### src/rtl/fpu_wb_queue_pkg.sv
`default_nettype none
// ============================================================================
// Module   : CoreDefs (package)
// Purpose  : Shared register-id and store-mode definitions for the FPU
//            write-back path: UREG_FPUL / UREG_NONE ids, FPST_* store-mode
//            encodings, the FPR class test and the queue entry record.
// Revision : 1.0 - initial release
// ============================================================================
package CoreDefs;

    // Unit register ids outside the FPR bank (FPR bank is id[6:5] == 2'b10)
    localparam logic [6:0] UREG_FPUL = 7'h70;
    localparam logic [6:0] UREG_NONE = 7'h7F;

    // Store-mode encodings presented to the register file
    localparam logic [1:0] FPST_FLOAT  = 2'b00;
    localparam logic [1:0] FPST_DOUBLE = 2'b01;
    localparam logic [1:0] FPST_RAWF   = 2'b10;
    localparam logic [1:0] FPST_RAWD   = 2'b11;

    typedef struct packed {
        logic [6:0]  id;
        logic [63:0] val;
        logic [1:0]  mode;
    } wb_entry_t;

    function automatic logic is_fpr(input logic [6:0] id);
        return id[6:5] == 2'b10;
    endfunction

    // Ids the FPR register file actually stores; everything else is dropped
    function automatic logic is_wb_target(input logic [6:0] id);
        return is_fpr(id) || (id == UREG_FPUL);
    endfunction

    // Double-width writes occupy an even/odd FPR pair
    function automatic logic is_double(input logic [1:0] mode);
        return (mode == FPST_DOUBLE) || (mode == FPST_RAWD);
    endfunction

endpackage
`default_nettype wire

### src/rtl/fpu_wb_match.sv
`default_nettype none
// ============================================================================
// Module   : fpu_wb_match
// Purpose  : Combinational scoreboard compare of one queued write against one
//            decode query id. A double-mode FPR entry covers both registers
//            of its pair (id[4:1]); all other ids need an exact match.
//            UREG_NONE never matches.
// Ports    : i_valid  - entry holds a live write
//            i_id     - entry destination id
//            i_mode   - entry store mode
//            i_qid    - query id from decode
//            o_match  - entry blocks the queried register
// Revision : 1.0 - initial release
// ============================================================================
module fpu_wb_match
    import CoreDefs::*;
(
    input  logic       i_valid,
    input  logic [6:0] i_id,
    input  logic [1:0] i_mode,
    input  logic [6:0] i_qid,
    output logic       o_match
);

    logic w_pair;

    // Pair compare only applies when both sides are FPRs; FPUL stays exact
    assign w_pair  = is_double(i_mode) && is_fpr(i_id) && is_fpr(i_qid);

    assign o_match = i_valid && (i_id != UREG_NONE) &&
                     (w_pair ? (i_id[4:1] == i_qid[4:1]) : (i_id == i_qid));

endmodule
`default_nettype wire

### src/rtl/fpu_wb_queue.sv
`default_nettype none
// ============================================================================
// Module   : fpu_wb_queue
// Purpose  : Write-back serializer in front of the single-write-port FPR
//            register file. Buffers results from the FP load path and the FPU
//            execute pipe in a DEPTH-entry FIFO, emits one write per cycle
//            from the head, and answers two scoreboard queries for decode.
// Ports    : clock/reset          - core clock, async active-high reset
//            ld*/ex*              - producer valid/id/value/mode, ready out
//            wbIdRn/wbValRn/
//            wbStMode             - register file write (UREG_NONE = idle)
//            qIdA/qIdB, qBusy     - scoreboard queries and busy result
//            wbCount              - FIFO occupancy
// Config   : `define FPU_WB_BYPASS_EN lets a result arriving at an empty queue
//            drive wb* in the same cycle instead of being enqueued.
// Revision : 1.0 - initial release
// ============================================================================
module fpu_wb_queue
    import CoreDefs::*;
#(
    parameter int DEPTH = 4,
    parameter int CW    = 3
) (
    input  logic          clock,
    input  logic          reset,
    input  logic          exValid,
    input  logic [6:0]    exIdRn,
    input  logic [63:0]   exValRn,
    input  logic [1:0]    exStMode,
    output logic          exReady,
    input  logic          ldValid,
    input  logic [6:0]    ldIdRn,
    input  logic [63:0]   ldValRn,
    input  logic [1:0]    ldStMode,
    output logic          ldReady,
    output logic [6:0]    wbIdRn,
    output logic [63:0]   wbValRn,
    output logic [1:0]    wbStMode,
    input  logic [6:0]    qIdA,
    input  logic [6:0]    qIdB,
    output logic          qBusy,
    output logic [CW-1:0] wbCount
);

    localparam int          AW          = (DEPTH > 1) ? $clog2(DEPTH) : 1;
    localparam logic [CW:0] C_DEPTH_W   = DEPTH[CW:0];

    wb_entry_t     r_mem [DEPTH];
    logic [CW-1:0] r_count;
    logic [AW-1:0] r_rd_ptr;
    logic [AW-1:0] r_wr_ptr;

    logic          w_nonempty;
    logic [CW:0]   w_space;
    logic          w_ld_tgt;
    logic          w_ex_tgt;
    logic          w_byp_ld;
    logic          w_byp_ex;
    logic          w_ld_enq;
    logic          w_ex_enq;
    logic          w_deq;
    logic [AW-1:0] w_ex_slot;
    wb_entry_t     w_ld_ent;
    wb_entry_t     w_ex_ent;
    logic [DEPTH-1:0] w_hit_a;
    logic [DEPTH-1:0] w_hit_b;

    assign w_nonempty = (r_count != '0);

    // The head leaves at the same edge new entries land, so its slot counts
    // as free this cycle.
    assign w_space = C_DEPTH_W - {1'b0, r_count} + (CW+1)'(w_nonempty);

    // Load has fixed priority: execute needs a second free slot if load is
    // also presenting.
    assign ldReady = (w_space != '0);
    assign exReady = ldValid ? (w_space > (CW+1)'(1)) : (w_space != '0);

    // Accepted results bound for the FPR file; other ids are acked and dropped
    assign w_ld_tgt = ldValid && ldReady && is_wb_target(ldIdRn);
    assign w_ex_tgt = exValid && exReady && is_wb_target(exIdRn);

`ifdef FPU_WB_BYPASS_EN
    // Empty queue: one result goes straight to the write port. When both
    // arrive, load takes the bypass and execute queues behind it.
    assign w_byp_ld = !w_nonempty && w_ld_tgt;
    assign w_byp_ex = !w_nonempty && w_ex_tgt && !w_ld_tgt;
`else
    assign w_byp_ld = 1'b0;
    assign w_byp_ex = 1'b0;
`endif

    assign w_ld_enq  = w_ld_tgt && !w_byp_ld;
    assign w_ex_enq  = w_ex_tgt && !w_byp_ex;
    assign w_deq     = w_nonempty;

    // Execute lands behind load when both enqueue, keeping program order
    assign w_ex_slot = r_wr_ptr + AW'(w_ld_enq);

    assign w_ld_ent  = '{id: ldIdRn, val: ldValRn, mode: ldStMode};
    assign w_ex_ent  = '{id: exIdRn, val: exValRn, mode: exStMode};

    // Payload storage needs no reset: r_count gates every read of it
    always_ff @(posedge clock) begin
        if (w_ld_enq) begin
            r_mem[r_wr_ptr] <= w_ld_ent;
        end
        if (w_ex_enq) begin
            r_mem[w_ex_slot] <= w_ex_ent;
        end
    end

    always_ff @(posedge clock or posedge reset) begin
        if (reset) begin
            r_count  <= '0;
            r_rd_ptr <= '0;
            r_wr_ptr <= '0;
        end else begin
            r_count  <= r_count + CW'(w_ld_enq) + CW'(w_ex_enq) - CW'(w_deq);
            r_rd_ptr <= r_rd_ptr + AW'(w_deq);
            r_wr_ptr <= r_wr_ptr + AW'(w_ld_enq) + AW'(w_ex_enq);
        end
    end

    // Write port: head entry, else bypassed result, else idle
    always_comb begin
        wbIdRn   = UREG_NONE;
        wbValRn  = '0;
        wbStMode = FPST_FLOAT;
        if (w_nonempty) begin
            wbIdRn   = r_mem[r_rd_ptr].id;
            wbValRn  = r_mem[r_rd_ptr].val;
            wbStMode = r_mem[r_rd_ptr].mode;
        end else if (w_byp_ld) begin
            wbIdRn   = ldIdRn;
            wbValRn  = ldValRn;
            wbStMode = ldStMode;
        end else if (w_byp_ex) begin
            wbIdRn   = exIdRn;
            wbValRn  = exValRn;
            wbStMode = exStMode;
        end
    end

    // Scoreboard: slot i is live when its distance from the read pointer is
    // below the occupancy. Bypassed and in-flight handshakes are not visible.
    generate
        for (genvar i = 0; i < DEPTH; i++) begin : g_match
            logic [AW-1:0] w_dist;
            logic          w_live;

            assign w_dist = AW'(i) - r_rd_ptr;
            assign w_live = (CW'(w_dist) < r_count);

            fpu_wb_match u_match_a (
                .i_valid (w_live),
                .i_id    (r_mem[i].id),
                .i_mode  (r_mem[i].mode),
                .i_qid   (qIdA),
                .o_match (w_hit_a[i])
            );

            fpu_wb_match u_match_b (
                .i_valid (w_live),
                .i_id    (r_mem[i].id),
                .i_mode  (r_mem[i].mode),
                .i_qid   (qIdB),
                .o_match (w_hit_b[i])
            );
        end
    endgenerate

    assign qBusy   = |(w_hit_a | w_hit_b);
    assign wbCount = r_count;

endmodule
`default_nettype wire

### config.mk
export PLATFORM = sky130hd
export DESIGN_NAME = fpu_wb_queue
export DESIGN_NICKNAME = d
export VERILOG_FILES = /design/src/rtl/fpu_wb_queue_pkg.sv /design/src/rtl/fpu_wb_match.sv /design/src/rtl/fpu_wb_queue.sv
export SDC_FILE = /design/constraint.sdc
export NUM_CORES = 1
export LEC_CHECK = 0
export CAP_MARGIN = 20
export CORE_MARGIN = 2
export CORE_UTILIZATION = 55
export DETAILED_ROUTE_END_ITERATION = 10
export PLACE_DENSITY = 0.83
export SETUP_SLACK_MARGIN = 0.2
export SYNTH_ARGS = -nofsm -noshare
export SYNTH_HDL_FRONTEND = slang
export SYNTH_HIERARCHICAL = 1
export SYNTH_SLANG_ARGS = --single-unit
### constraint.sdc
create_clock -name clock -period 9.2 [get_ports clock]
set_input_delay 2.76 -clock clock [delete_from_list [all_inputs] [get_ports clock]]
set_output_delay 2.76 -clock clock [all_outputs]
set_load 0.02 [all_outputs]
# After elaboration in Yosys (flattened, before gate mapping)
# Memories as Yosys holds them, arrays and structs flattened.
# Cells that the tools add are included.
# Widths: inputs -> output; s select.
[op_classes] mux=16 n_eq_ne=38 n_lt_le_gt_ge=5 n_bitwise=1 n_reduce_logical=37 n_addsub=12
[ops] op="$mux 64" n=1
[ops] op="$eq 7x7->1" n=8
[ops] op="$eq 4x4->1" n=8
[ops] op="$logic_and 1x1->1" n=28
[ops] op="$ne 7x7->1 const B" n=4
[ops] op="$eq 2x2->1 const B" n=12
[ops] op="$eq 7x7->1 const B" n=2
[ops] op="$mux 1" n=13
[ops] op="$lt 2x3->1" n=4
[ops] op="$eq 2x1->1 const B" n=4
[ops] op="$mux 7" n=1
[ops] op="$add 2x1->2" n=3
[ops] op="$add 3x1->3" n=2
[ops] op="$logic_or 1x1->1" n=6
[ops] op="$add 4x1->4" n=1
[ops] op="$gt 4x1->1 const B" n=1
[ops] op="$or 4x4->4" n=1
[ops] op="$reduce_bool 4->1" n=1
[ops] op="$reduce_or 4->1" n=1
[ops] op="$sub 1x2->2 const A" n=2
[ops] op="$sub 2x2->2 const A" n=2
[ops] op="$sub 3x3->4 const A" n=1
[ops] op="$reduce_bool 3->1" n=1
[ops] op="$sub 3x1->3" n=1
[ops] op="$mux 2" n=1
[totals] ramBits=292 ff_bits=7 out_inout_bits=79 memories=1
[mem_list] memory="r_mem" depth=4 word_bits=73 read_ports=5 rd_ports_with_merged_regs=0 write_ports=2 line_no="fpu_wb_queue.sv:48" text="wb_entry_t r_mem [DEPTH];"

# Logic depth before layout (Yosys ltp)
# Gate-level depths: netlist of the first run.
# An unclocked memory read counts as a cell.
[logic_depth] word_depth=9 mapped_depth=16 mapped_depth_nobuf=14

# Hierarchy
# The synthesis of the first run kept the hierarchy.
[modules_own_cells] mod="fpu_wb_queue" instances=1 cells_each=864 area_each_um2=16358.2 seq_area_each_um2=8943.6
[modules_own_cells] mod="fpu_wb_match" instances=8 cells_each=15 area_each_um2=110.1 seq_area_each_um2=0.0

# Worst setup path before layout of the first run
# Ideal clock, no wire load.
[synth_path] kind="input to register" startpoint="in ldIdRn[0]" endpoint="mem r_mem[0][0] (netlist name) (enable)" path_stages=4 required_time_ps=8584 setup_ps=616 path_buffers=0 arrival_ps=8944 slack_ps=-360 cell_sequence="nor4_1 > nand2_1 > a221o_1 > o32ai_1"
[synth_rtl] element="start, declared" line_no="fpu_wb_queue.sv:32" text="input logic [6:0] ldIdRn,"
[synth_rtl] element="end, declared" line_no="fpu_wb_queue.sv:48"

# Worst setup path after layout of the first run
[layout_path] startpoint="in qIdA[6]" endpoint="out qBusy"
[layout_between] elab_chain_len=6 word_cells_on_any_way=19 cone_classes="5 x eq/ne; 4 x mux; 1 x bitwise; 9 x reduce/logical"
[layout_lines] element="start, declared" line_no="fpu_wb_queue.sv:39" text="input logic [6:0] qIdA,"
[layout_lines] element="$eq 2x2->1" line_no="fpu_wb_queue_pkg.sv:28" text="return id[6:5] == 2'b10;"
[layout_lines] element="$logic_and 1x1->1" line_no="fpu_wb_match.sv:28" text="assign w_pair = is_double(i_mode) && is_fpr(i_id) && is_fpr(i_qid);"
[layout_lines] element="$mux 1 (*)" line_no="fpu_wb_match.sv:31" text="(w_pair ? (i_id[4:1] == i_qid[4:1]) : (i_id == i_qid));"
[layout_lines] element="$logic_and 1x1->1 (*)" line_no="fpu_wb_match.sv:30" text="assign o_match = i_valid && (i_id != UREG_NONE) &&"
[layout_lines] element="named net w_hit_a[2]" line_no="fpu_wb_queue.sv:65" text="logic [DEPTH-1:0] w_hit_a;"
[layout_lines] element="$or 4x4->4 (*)" line_no="fpu_wb_queue.sv:173" text="assign qBusy = |(w_hit_a | w_hit_b);"
[layout_lines] element="$reduce_or 4->1 (*)" line_no="fpu_wb_queue.sv:173"
[layout_lines] element="end, declared" line_no="fpu_wb_queue.sv:41" text="output logic qBusy,"
# The timed path passes the listed nets; every way through them passes the cells marked *.

==> results of run 1 <==
==> path summary, 6_finish.rpt <==
path	startpoint	depth (start not counted)	to	slack, ns
max in group asynchronous	reset	2	r_rd_ptr[1]	6.44
worst max register to register	wbCount[2]	15	r_mem[1][0]	3.66
min in group asynchronous	reset	2	wbCount[2]	2.49
worst max-delay path	qIdA[6]	7	qBusy	1.27
worst min register to register	wbCount[2]	2	wbCount[2]	0.77
worst min-delay path	wbCount[2]	2	wbCount[2]	0.77
==> placed cells by master (no fill, tap or decap), types with 5 or more instances in the layout <==
| cell | count |
|---|---|
| edfxtp_1 | 292 |
| mux2_4 | 276 |
| clkdlybuf4s50_1 | 242 |
| mux4_2 | 73 |
| and2_1 | 66 |
| clkbuf_16 | 31 |
| xor2_1 | 27 |
| xnor2_1 | 26 |
| nand2_1 | 24 |
| buf_4 | 19 |
| nand4_1 | 16 |
| inv_1 | 15 |
| or2_2 | 14 |
| mux2_2 | 12 |
| ha_1 | 11 |
| clkinv_2 | 11 |
| nor2_1 | 10 |
| o22ai_1 | 8 |
| or4_1 | 8 |
| nor3b_1 | 8 |
| a211oi_2 | 8 |
| clkbuf_1 | 5 |
| clkinv_1 | 5 |
| dfrtp_1 | 5 |
==> routing by layer <==
layer  part of all wire, %  GRT usage [%]  vias up
met5                  0.17              0        -
met1                    40           28.9     4927
met2                    52           43.9      289
met4                   2.5           7.41       10
met3                   5.7           4.66       66
li1                      -              -     4368
==> logic make-up (layout without fill, tap and decap cells) <==
kind of cell               after synthesis  after routing  synth area share, %
xor gates and xnor gates                53             53                 2.69
buffers and inverters                   67            334                 2.73
other                                    0              3                    0
AOI/OAI and AO/OA                       28             28                 1.50
adders and majority gates               13             13                 1.03
DFF                                    299            299                 51.9
and+or+nand+nor                        163            163                 5.81
muxes                                  361            361                 34.4
==> worst register-to-register path, delay by kind of cell (launching register included) <==
kind | cells | cell delay (ns)
muxes | 1 | 0.39
buffers and inverters | 4 | 1.01
xor gates and xnor gates | 1 | 0.38
AOI/OAI and AO/OA | 1 | 0.49
adders and majority gates | 3 | 0.64
DFF | 1 | 0.47
and+or+nand+nor | 5 | 1.93
==> where the power goes <==
part | leakage, uW | switching [uW] | total (uW) | internal [uW]
Clock | 0.000486 | 517 | 1220 | 699
Combinational | 0.00420 | 1150 | 2370 | 1220
Sequential | 0.00273 | 148 | 1870 | 1720
==> synth_stat cells, types with 2 or more instances <==
cell and number:
fa_1 2, inv_1 15, mux2_4 276, and2_1 66
or4_1 8, nand4_1 16, buf_6 28, dfrtp_1 7
mux2_2 12, nor2_1 10, buf_2 7, nand2b_1 3
clkbuf_1 12, nor3b_1 8, ha_1 11, nor3_4 4
edfxtp_1 292, xor2_1 27, nor4_1 3, buf_1 5
or2_2 14, o32ai_1 4, o22ai_1 8, mux4_2 73
a211oi_2 8, xnor2_1 26, a21oi_1 4, nand2_1 24
==> flip-flops by register name, summed over array words and instances, names as in the netlist <==
| register | count |
|---|---|
| r_mem | 292 |
| r_rd_ptr | 2 |
| r_wr_ptr | 2 |
| wbCount | 3 |
==> cell type report <==
| type | count | area [um^2] | area share, % |
|---|---|---|---|
| Inverter | 15 | 56.3 | 0.268 |
| Clock buffer | 36 | 795 | 3.79 |
| Antenna cell | 3 | 7.51 | 0.0358 |
| Clock inverter | 21 | 180 | 0.859 |
| Tap cell | 396 | 495 | 2.36 |
| Multi-Input combinational cell | 618 | 7900 | 37.7 |
| Timing Repair Buffer | 262 | 2580 | 12.3 |
| Sequential cell | 299 | 8950 | 42.7 |
==> through the flow <==
stage / util (%) / instances
2_1_floorplan: - / 984
3_3_place_gp: 65.0 / 1590
3_5_place_dp: 65.0 / 1590
4_1_cts: 68.2 / 1647
5_1_grt: 68.2 / 1649
6_report: 68.2 / 1650
==> run_results.csv, run 1 <==
group,metric,value,unit
placement,gp_congestion,0.810,
synthesis,yosys-top-cells-area,"edfxtp_1 51%, mux2_4 24%, mux4_2 9.5%",
synthesis,synthFlopType,"edfxtp_1",
flow_run,cap_violations,0,
synthesis,postSynthAreaPerCell,17.5,um^2
floorplanning,dieHeight,181,um
cts,htreeDepth,1,
critical_path,end_kind,"primary output",
placement,dp_hpwl,25600,um
sta,setup_viol,0,
synthesis,synth_warnings,6,
cts,cts_setup_buffers,0,
routing,dr.pass1.iters,4,
critical_path,crit_arrival,5.17,ns
placement,dp_slack,1.29,ns
critical_path,cpPeakStageDelay,0.62,ns
sta,finalCriticalPeriod,7.93,ns
pwr,vdd_ir_drop_max,0.187,mV
sta,slew_violations,0,
synthesis,ys_seq_elements,299,
cells_and_area,drive_gt1_share,37.1,%
critical_path,crit_fanout,8,
global_route,grt_pass1_vias,10567,
global_route,overflow,0,
critical_path,worstPathCellList,"clkdlybuf4s50_1 > xor2_1 > or4_1 > a211oi_2 > nor4_1 > nand2_1 > clkdlybuf4s50_1",
placement,place_area,20000,um^2
sta,hold_ws,0.775,ns
cells_and_area,nets,1404,
floorplanning,core.rowCount,64,
global_route,grt_max_degree,69,
sta,rsz0062_at_grt,"no",
floorplanning,die_x,181,um
global_route,antenna_found_initial,8,
sta,fin_ws,1.27,ns
sta,tightest_slew,1.05,ns
critical_path,cpLargestDelayFamily,"buffers and inverters",
cells_and_area,area_growth,21.7,%
floorplanning,start_util,56.1,%
pwr,cellPowerDensity,260,nW/um^2
routing,drt_iter0_drc,654,
global_route,groute.usage.overall,24.1,%
routing,vias,9660,
placement,io_buffers,242,
routing,via_per_inst,5.85,
cts,clk_pin_slew,0.06,ns
synthesis,ys_async_sr_fraction,2.34,%
outcome,status,"complete, no violations",
synthesis,synth_area_leader_cell,"edfxtp_1",
cts,cts_buffers,31,
pwr,total_leakage_power,0.00741,uW
routing,finalWirelength,39700,um
cells_and_area,stdcell_area,21000,um^2
critical_path,start_kind,"input port",
cts,root_buffer,"clkbuf_16",
cells_and_area,fillCellCount,2054,
synthesis,synth_edf_count,292,
synthesis,synth_seq_area_share,51.9,%
critical_path,path_buf_inv,2,
synthesis,syn_nets,1161,
pwr,power.total,5460,uW
global_route,grt_pass1_wl,60300,um
critical_path,cp.required,6.44,ns
critical_path,path_class,"in -> out",
critical_path,cp_slowest_cell,"clkdlybuf4s50_1",
sta,fin_tns_setup,0,ns
cts,hold_buffers,0,
floorplanning,pin_count,243,
synthesis,synthCells,984,
synthesis,synth_top_area_share,50.9,%
sta,relSlewSlack,30.3,%
routing,ant_nets,0,
cts,clock_latency,0.56,ns
cts,clock_path_buffers,3,
hold_path,min_path_type,"reg -> reg",
routing,drcViolationCount,0,
synthesis,ys_types,39,
critical_path,cpMostUsedCell,"clkdlybuf4s50_1",
synthesis,synth_area,17200,um^2
sta,finalCritPeriodShare,86.2,%
floorplanning,core_area,30700,um^2
cts,clock-sinks,299,
cts,cts_tree,"yes",
floorplanning,dieArea,32800,um^2
sta,hold_viol,0,
routing,wl_per_cell,24.1,um
sta,clock.fmax,0.126,GHz
cts,cts_resized,0,
sta,fin_skew,0.00813,ns
Note: power is estimated with default switching activity, not from simulation.
==> run 2, diff against run 1 <==
- CORE_UTILIZATION: 55 -> 56
- PLACE_DENSITY: 0.83 -> 0.85
==> run 2 against run 1 <==
Against the previous run: final cell count rose by 0.18%; critical path type unchanged; die area fell by 1.7%; combinational power barely moved; clock skew rose by 0.0063 ns; utilization rose by 1.1 points; sequential cell count did not move; clock power rose by 8%; wire length rose by 2.0%; sequential share of layout area fell by 0.22 points; global-route usage rose by 0.78 points; register-to-register slack got worse by 0.35 ns; maximum frequency fell by 0.73%.
==> run_results.csv, run 2 (same netlist as run 1, synthesis figures left out) <==
group,metric,value,unit
sta,tightest_slew,1.06,ns
sta,fin_skew,0.0144,ns
pwr,power.total,5580,uW
routing,ant_nets,0,
pwr,vdd_ir_drop_max,0.158,mV
pwr,total_leakage_power,0.00745,uW
routing,drcViolationCount,0,
routing,vias,9677,
global_route,groute.usage.overall,24.9,%
critical_path,path_class,"in -> out",
cts,cts_setup_buffers,0,
cells_and_area,layout_commonest_cell,"edfxtp_1",
cts,clock_latency,0.50,ns
routing,drt_iter0_drc,605,
cells_and_area,largest_reg_flops,292,
cells_and_area,drive_gt1_share,37.0,%
sta,hold_ws,0.744,ns
routing,via_per_inst,5.85,
global_route,grt_max_degree,70,
hold_path,min_path_type,"reg -> reg",
critical_path,cp.required,6.44,ns
cells_and_area,final_cell_mix,"292 x edfxtp_1, 276 x mux2_4, 242 x clkdlybuf4s50_1",
placement,dp_hpwl,25400,um
sta,hold_viol,0,
sta,clock.fmax,0.125,GHz
cts,clk_pin_slew,0.06,ns
cells_and_area,regMostFlops,"r_mem",
cells_and_area,nets,1407,
cts,cts_tree,"yes",
critical_path,end_kind,"primary output",
routing,finalWirelength,40500,um
global_route,grt_pass1_vias,10476,
critical_path,crit_fanout,8,
sta,relSlewSlack,29.6,%
routing,wl_per_cell,24.5,um
sta,finalCriticalPeriod,7.99,ns
floorplanning,start_util,56.7,%
cts,clock-sinks,299,
critical_path,start_kind,"input port",
sta,setup_viol,0,
global_route,overflow,0,
cells_and_area,area_growth,22.3,%
global_route,antenna_found_initial,4,
cells_and_area,fin_util,69.3,%
cts,cts_buffers,34,
floorplanning,dieArea,32200,um^2
floorplanning,core.rowCount,64,
floorplanning,dieHeight,179,um
pwr,cellPowerDensity,265,nW/um^2
cts,hold_buffers,0,
sta,slew_violations,0,
cts,cts_resized,0,
routing,dr.pass1.iters,5,
placement,io_buffers,242,
sta,finalCritPeriodShare,86.8,%
cts,htreeDepth,2,
critical_path,crit_arrival,5.23,ns
cts,root_buffer,"clkbuf_16",
global_route,grt_pass1_wl,61500,um
floorplanning,pin_count,243,
placement,gp_congestion,0.830,
outcome,status,"complete, no violations",
sta,rsz0062_at_grt,"no",
floorplanning,core_area,30400,um^2
floorplanning,die_x,179,um
flow_run,cap_violations,0,
cts,clock_path_buffers,3,
## run 2: changes by cell type in the layout (fill, tap and decap cells not counted)
cell       change
clkbuf_16      +3
clkinv_8       +1
bufinv_16      +1
inv_6          -1
clkbuf_1       +3
clkinv_2       -5
clkinv_4       +1
## run 2: metrics by stage
stage | setup TNS, ns | setup WS (ns) | instance area, um^2 | cells
finish | 0 | 1.21 | 21100 | 1653
global route | 0 | 1.13 | 21100 | 1652
global placement | 0 | 1.23 | 20000 | 1590
floorplan | -105.26 | -0.360 | 17200 | 984
detailed placement | 0 | 1.24 | 20000 | 1590
CTS | 0 | 1.23 | 21100 | 1650
## run 2: where the power goes
| group | internal (uW) | switching, uW | leakage [uW] | total [uW] |
|---|---|---|---|---|
| logic | 1220 | 1160 | 0.00420 | 2380 |
| clock network | 795 | 529 | 0.000527 | 1320 |
| registers | 1720 | 144 | 0.00273 | 1870 |
## run 2: per-layer routing
layer / up-vias / track usage (%) / part of all wire (%)
met1: 4917 / 30.6 / 40
met4: 4 / 8.26 / 3.0
li1: 4364 / - / -
met5: - / 0 / 0.067
met3: 76 / 4.46 / 5.4
met2: 316 / 44.4 / 52
## run 2: worst max-delay path, stage by stage
cell             delay, ns
clkdlybuf4s50_1       0.63
xor2_1                0.24
or4_1                 0.55
a211oi_2              0.25
nor4_1                0.11
nand2_1               0.10
clkdlybuf4s50_1       0.60
## run 2: final timing paths
kind	start	end	slack, ns	cells past startpoint
worst max-delay path	qIdA[6]	qBusy	1.21	7
min in group asynchronous	reset	r_wr_ptr[0]	2.51	2
worst min register to register	wbCount[2]	wbCount[2]	0.74	2
worst min-delay path	wbCount[2]	wbCount[2]	0.74	2
max in group asynchronous	reset	r_rd_ptr[0]	6.43	2
worst max register to register	wbCount[2]	r_mem[2][31]	3.31	17
## run 2: area by class of cell
class                      instances  area (um^2)
inverter                          15         56.3
timing repair buffer             262         2580
clock inverter                    18          201
antenna                            3         7.51
fill                            2010         9350
sequential                       299         8950
clock buffer                      42          881
multi-input combinational        618         7900
tap                              396          495
==> run 3, diff against run 2 <==
- CAP_MARGIN: 20 -> 5
- CORE_UTILIZATION: 56 -> 65
- DONT_BUFFER_PORTS: not set -> 1
- PLACE_DENSITY: 0.85 -> 0.84
==> run 3 against run 2 <==
Against the previous run: utilization is 1.6 points higher; sequential power hardly changed; final cell count is 19% lower; final area is 12% lower; hold slack better by 0.077 ns; worst setup slack better by 1.2 ns; first-iteration DRC count is 24% higher; critical path depth is 1 lower; sequential share of layout area is 6.0 points higher; clock power is 8% lower; critical path type unchanged; critical endpoint unchanged; largest power group is now registers.
==> run_results.csv, run 3 (same netlist as run 1, synthesis figures left out) <==
group,metric,value,unit
outcome,status,"complete, no violations",
placement,dp_hpwl,23300,um
routing,drcViolationCount,0,
cts,hold_buffers,0,
cells_and_area,multi_input_area,7900,um^2
routing,wl_per_cell,27.8,um
hold_path,min_path_type,"reg -> reg",
sta,fin_skew,0.0117,ns
global_route,grt_util_met3,9.86,%
pwr,total_leakage_power,0.00646,uW
global_route,antenna_found_initial,0,
floorplanning,core_area,26100,um^2
cts,clock_path_buffers,3,
cts,clock_latency,0.57,ns
cells_and_area,regArea,8950,um^2
sta,hold_viol,0,
routing,finalWirelength,37400,um
floorplanning,die_x,167,um
global_route,grt_max_degree,69,
routing,dr.pass1.iters,5,
sta,rsz0062_at_grt,"no",
critical_path,critPathCapture,"qBusy",
cts,cts_buffers,31,
critical_path,reg2reg_depth,15,
floorplanning,start_util,66.2,%
routing,vias,8780,
floorplanning,dieArea,27800,um^2
floorplanning,core.rowCount,59,
sta,finalCritPeriodShare,73.9,%
critical_path,r2r_slack,3.56,ns
sta,finalCriticalPeriod,6.80,ns
cells_and_area,regMostFlops,"r_mem",
floorplanning,dieHeight,167,um
critical_path,crit_fanout,4,
critical_path,cp.required,6.44,ns
global_route,grt_pass1_vias,9567,
cells_and_area,layout_commonest_cell,"edfxtp_1",
sta,tightest_slew,1.05,ns
cells_and_area,antennaDiodeCount,0,
critical_path,path_class,"in -> out",
flow_run,cap_violations,0,
global_route,overflow,0,
critical_path,regToRegEndpoint,"r_mem[1][1]",
routing,drt_iter0_drc,751,
cts,cts_setup_buffers,0,
routing,via_per_inst,6.54,
routing,ant_nets,0,
global_route,groute.usage.overall,26.6,%
cts,cts_tree,"yes",
placement,gp_congestion,0.860,
cts,cts_resized,0,
cells_and_area,final_cell_mix,"292 x edfxtp_1, 276 x mux2_4, 73 x mux4_2",
cells_and_area,drive_gt1_share,45.6,%
sta,relSlewSlack,30.3,%
placement,io_buffers,0,
cells_and_area,stdcell_area,18500,um^2
global_route,met1_usage,30.1,%
cts,clock-sinks,299,
sta,clock.fmax,0.147,GHz
placement,place_area,17500,um^2
critical_path,start_kind,"input port",
pwr,cellPowerDensity,265,nW/um^2
critical_path,worstSetupStartpoint,"qIdA[2]",
cells_and_area,fillCellCount,1642,
cells_and_area,largest_reg_flops,292,
global_route,met2_usage,48.0,%
global_route,grt_pass1_wl,56300,um
global_route,top_usage_layer,"met2",
critical_path,crit_arrival,4.04,ns
pwr,power.total,4900,uW
cts,htreeDepth,1,
cts,clk_pin_slew,0.06,ns
sta,slew_violations,0,
cts,root_buffer,"clkbuf_16",
floorplanning,pin_count,243,
critical_path,reg2reg_from,"wbCount[2]",
pwr,vdd_ir_drop_max,0.210,mV
cells_and_area,nets,1161,
critical_path,end_kind,"primary output",
cells_and_area,area_growth,7.09,%
sta,setup_viol,0,
-- run 3: through the flow --
stage / std cells / hold slack (ns) / utilization [%] / TNS (ns) / setup WS [ns]
2_1_floorplan: 984 / 0.477 / - / -105.26 / -0.360
3_3_place_gp: 1286 / 0.808 / 67.1 / 0 / 2.46
3_5_place_dp: 1286 / 0.824 / 67.1 / 0 / 2.43
4_1_cts: 1343 / 0.834 / 70.8 / 0 / 2.42
5_1_grt: 1343 / 0.854 / 70.8 / 0 / 2.37
6_report: 1343 / 0.821 / 70.8 / 0 / 2.40
-- run 3: critical path: stages --
cell and delay [ns]:
xnor2_1 0.16, nand4_1 0.15, or4_1 0.44, a211oi_2 0.24, nor4_1 0.08, nand2_1 0.20
-- run 3: how the worst min path moves through the flow --
stage,cells after the start,slack [ns],endpoint,from
after detailed placement,1,0.82,r_mem[0][64],r_wr_ptr[0]
final,1,0.82,r_mem[0][63],r_wr_ptr[0]
after CTS,1,0.83,r_mem[0][63],r_wr_ptr[0]
after global routing,1,0.85,r_mem[0][63],r_wr_ptr[0]
after global placement,1,0.81,r_mem[0][64],r_wr_ptr[0]
after floorplan,1,0.48,r_rd_ptr[0],r_rd_ptr[0]
-- run 3: report_power, final --
group / switching (uW) / internal, uW
Sequential: 140 / 1720
Combinational: 1040 / 775
Clock: 513 / 702
-- run 3: routing by layer --
metal / routed length (um) / up-vias
li1: - / 3866
met1: 13800 / 4565
met2: 19200 / 300
met3: 3660 / 49
met4: 700 / 0
met5: 0 / -
-- run 3: area by class of cell --
cell class,instances,share of cell area [%]
clock buffer,39,4.36
clock inverter,18,0.935
multi-input combinational,618,42.8
tap,335,2.27
timing repair buffer,19,0.840
sequential,299,48.5
inverter,15,0.305
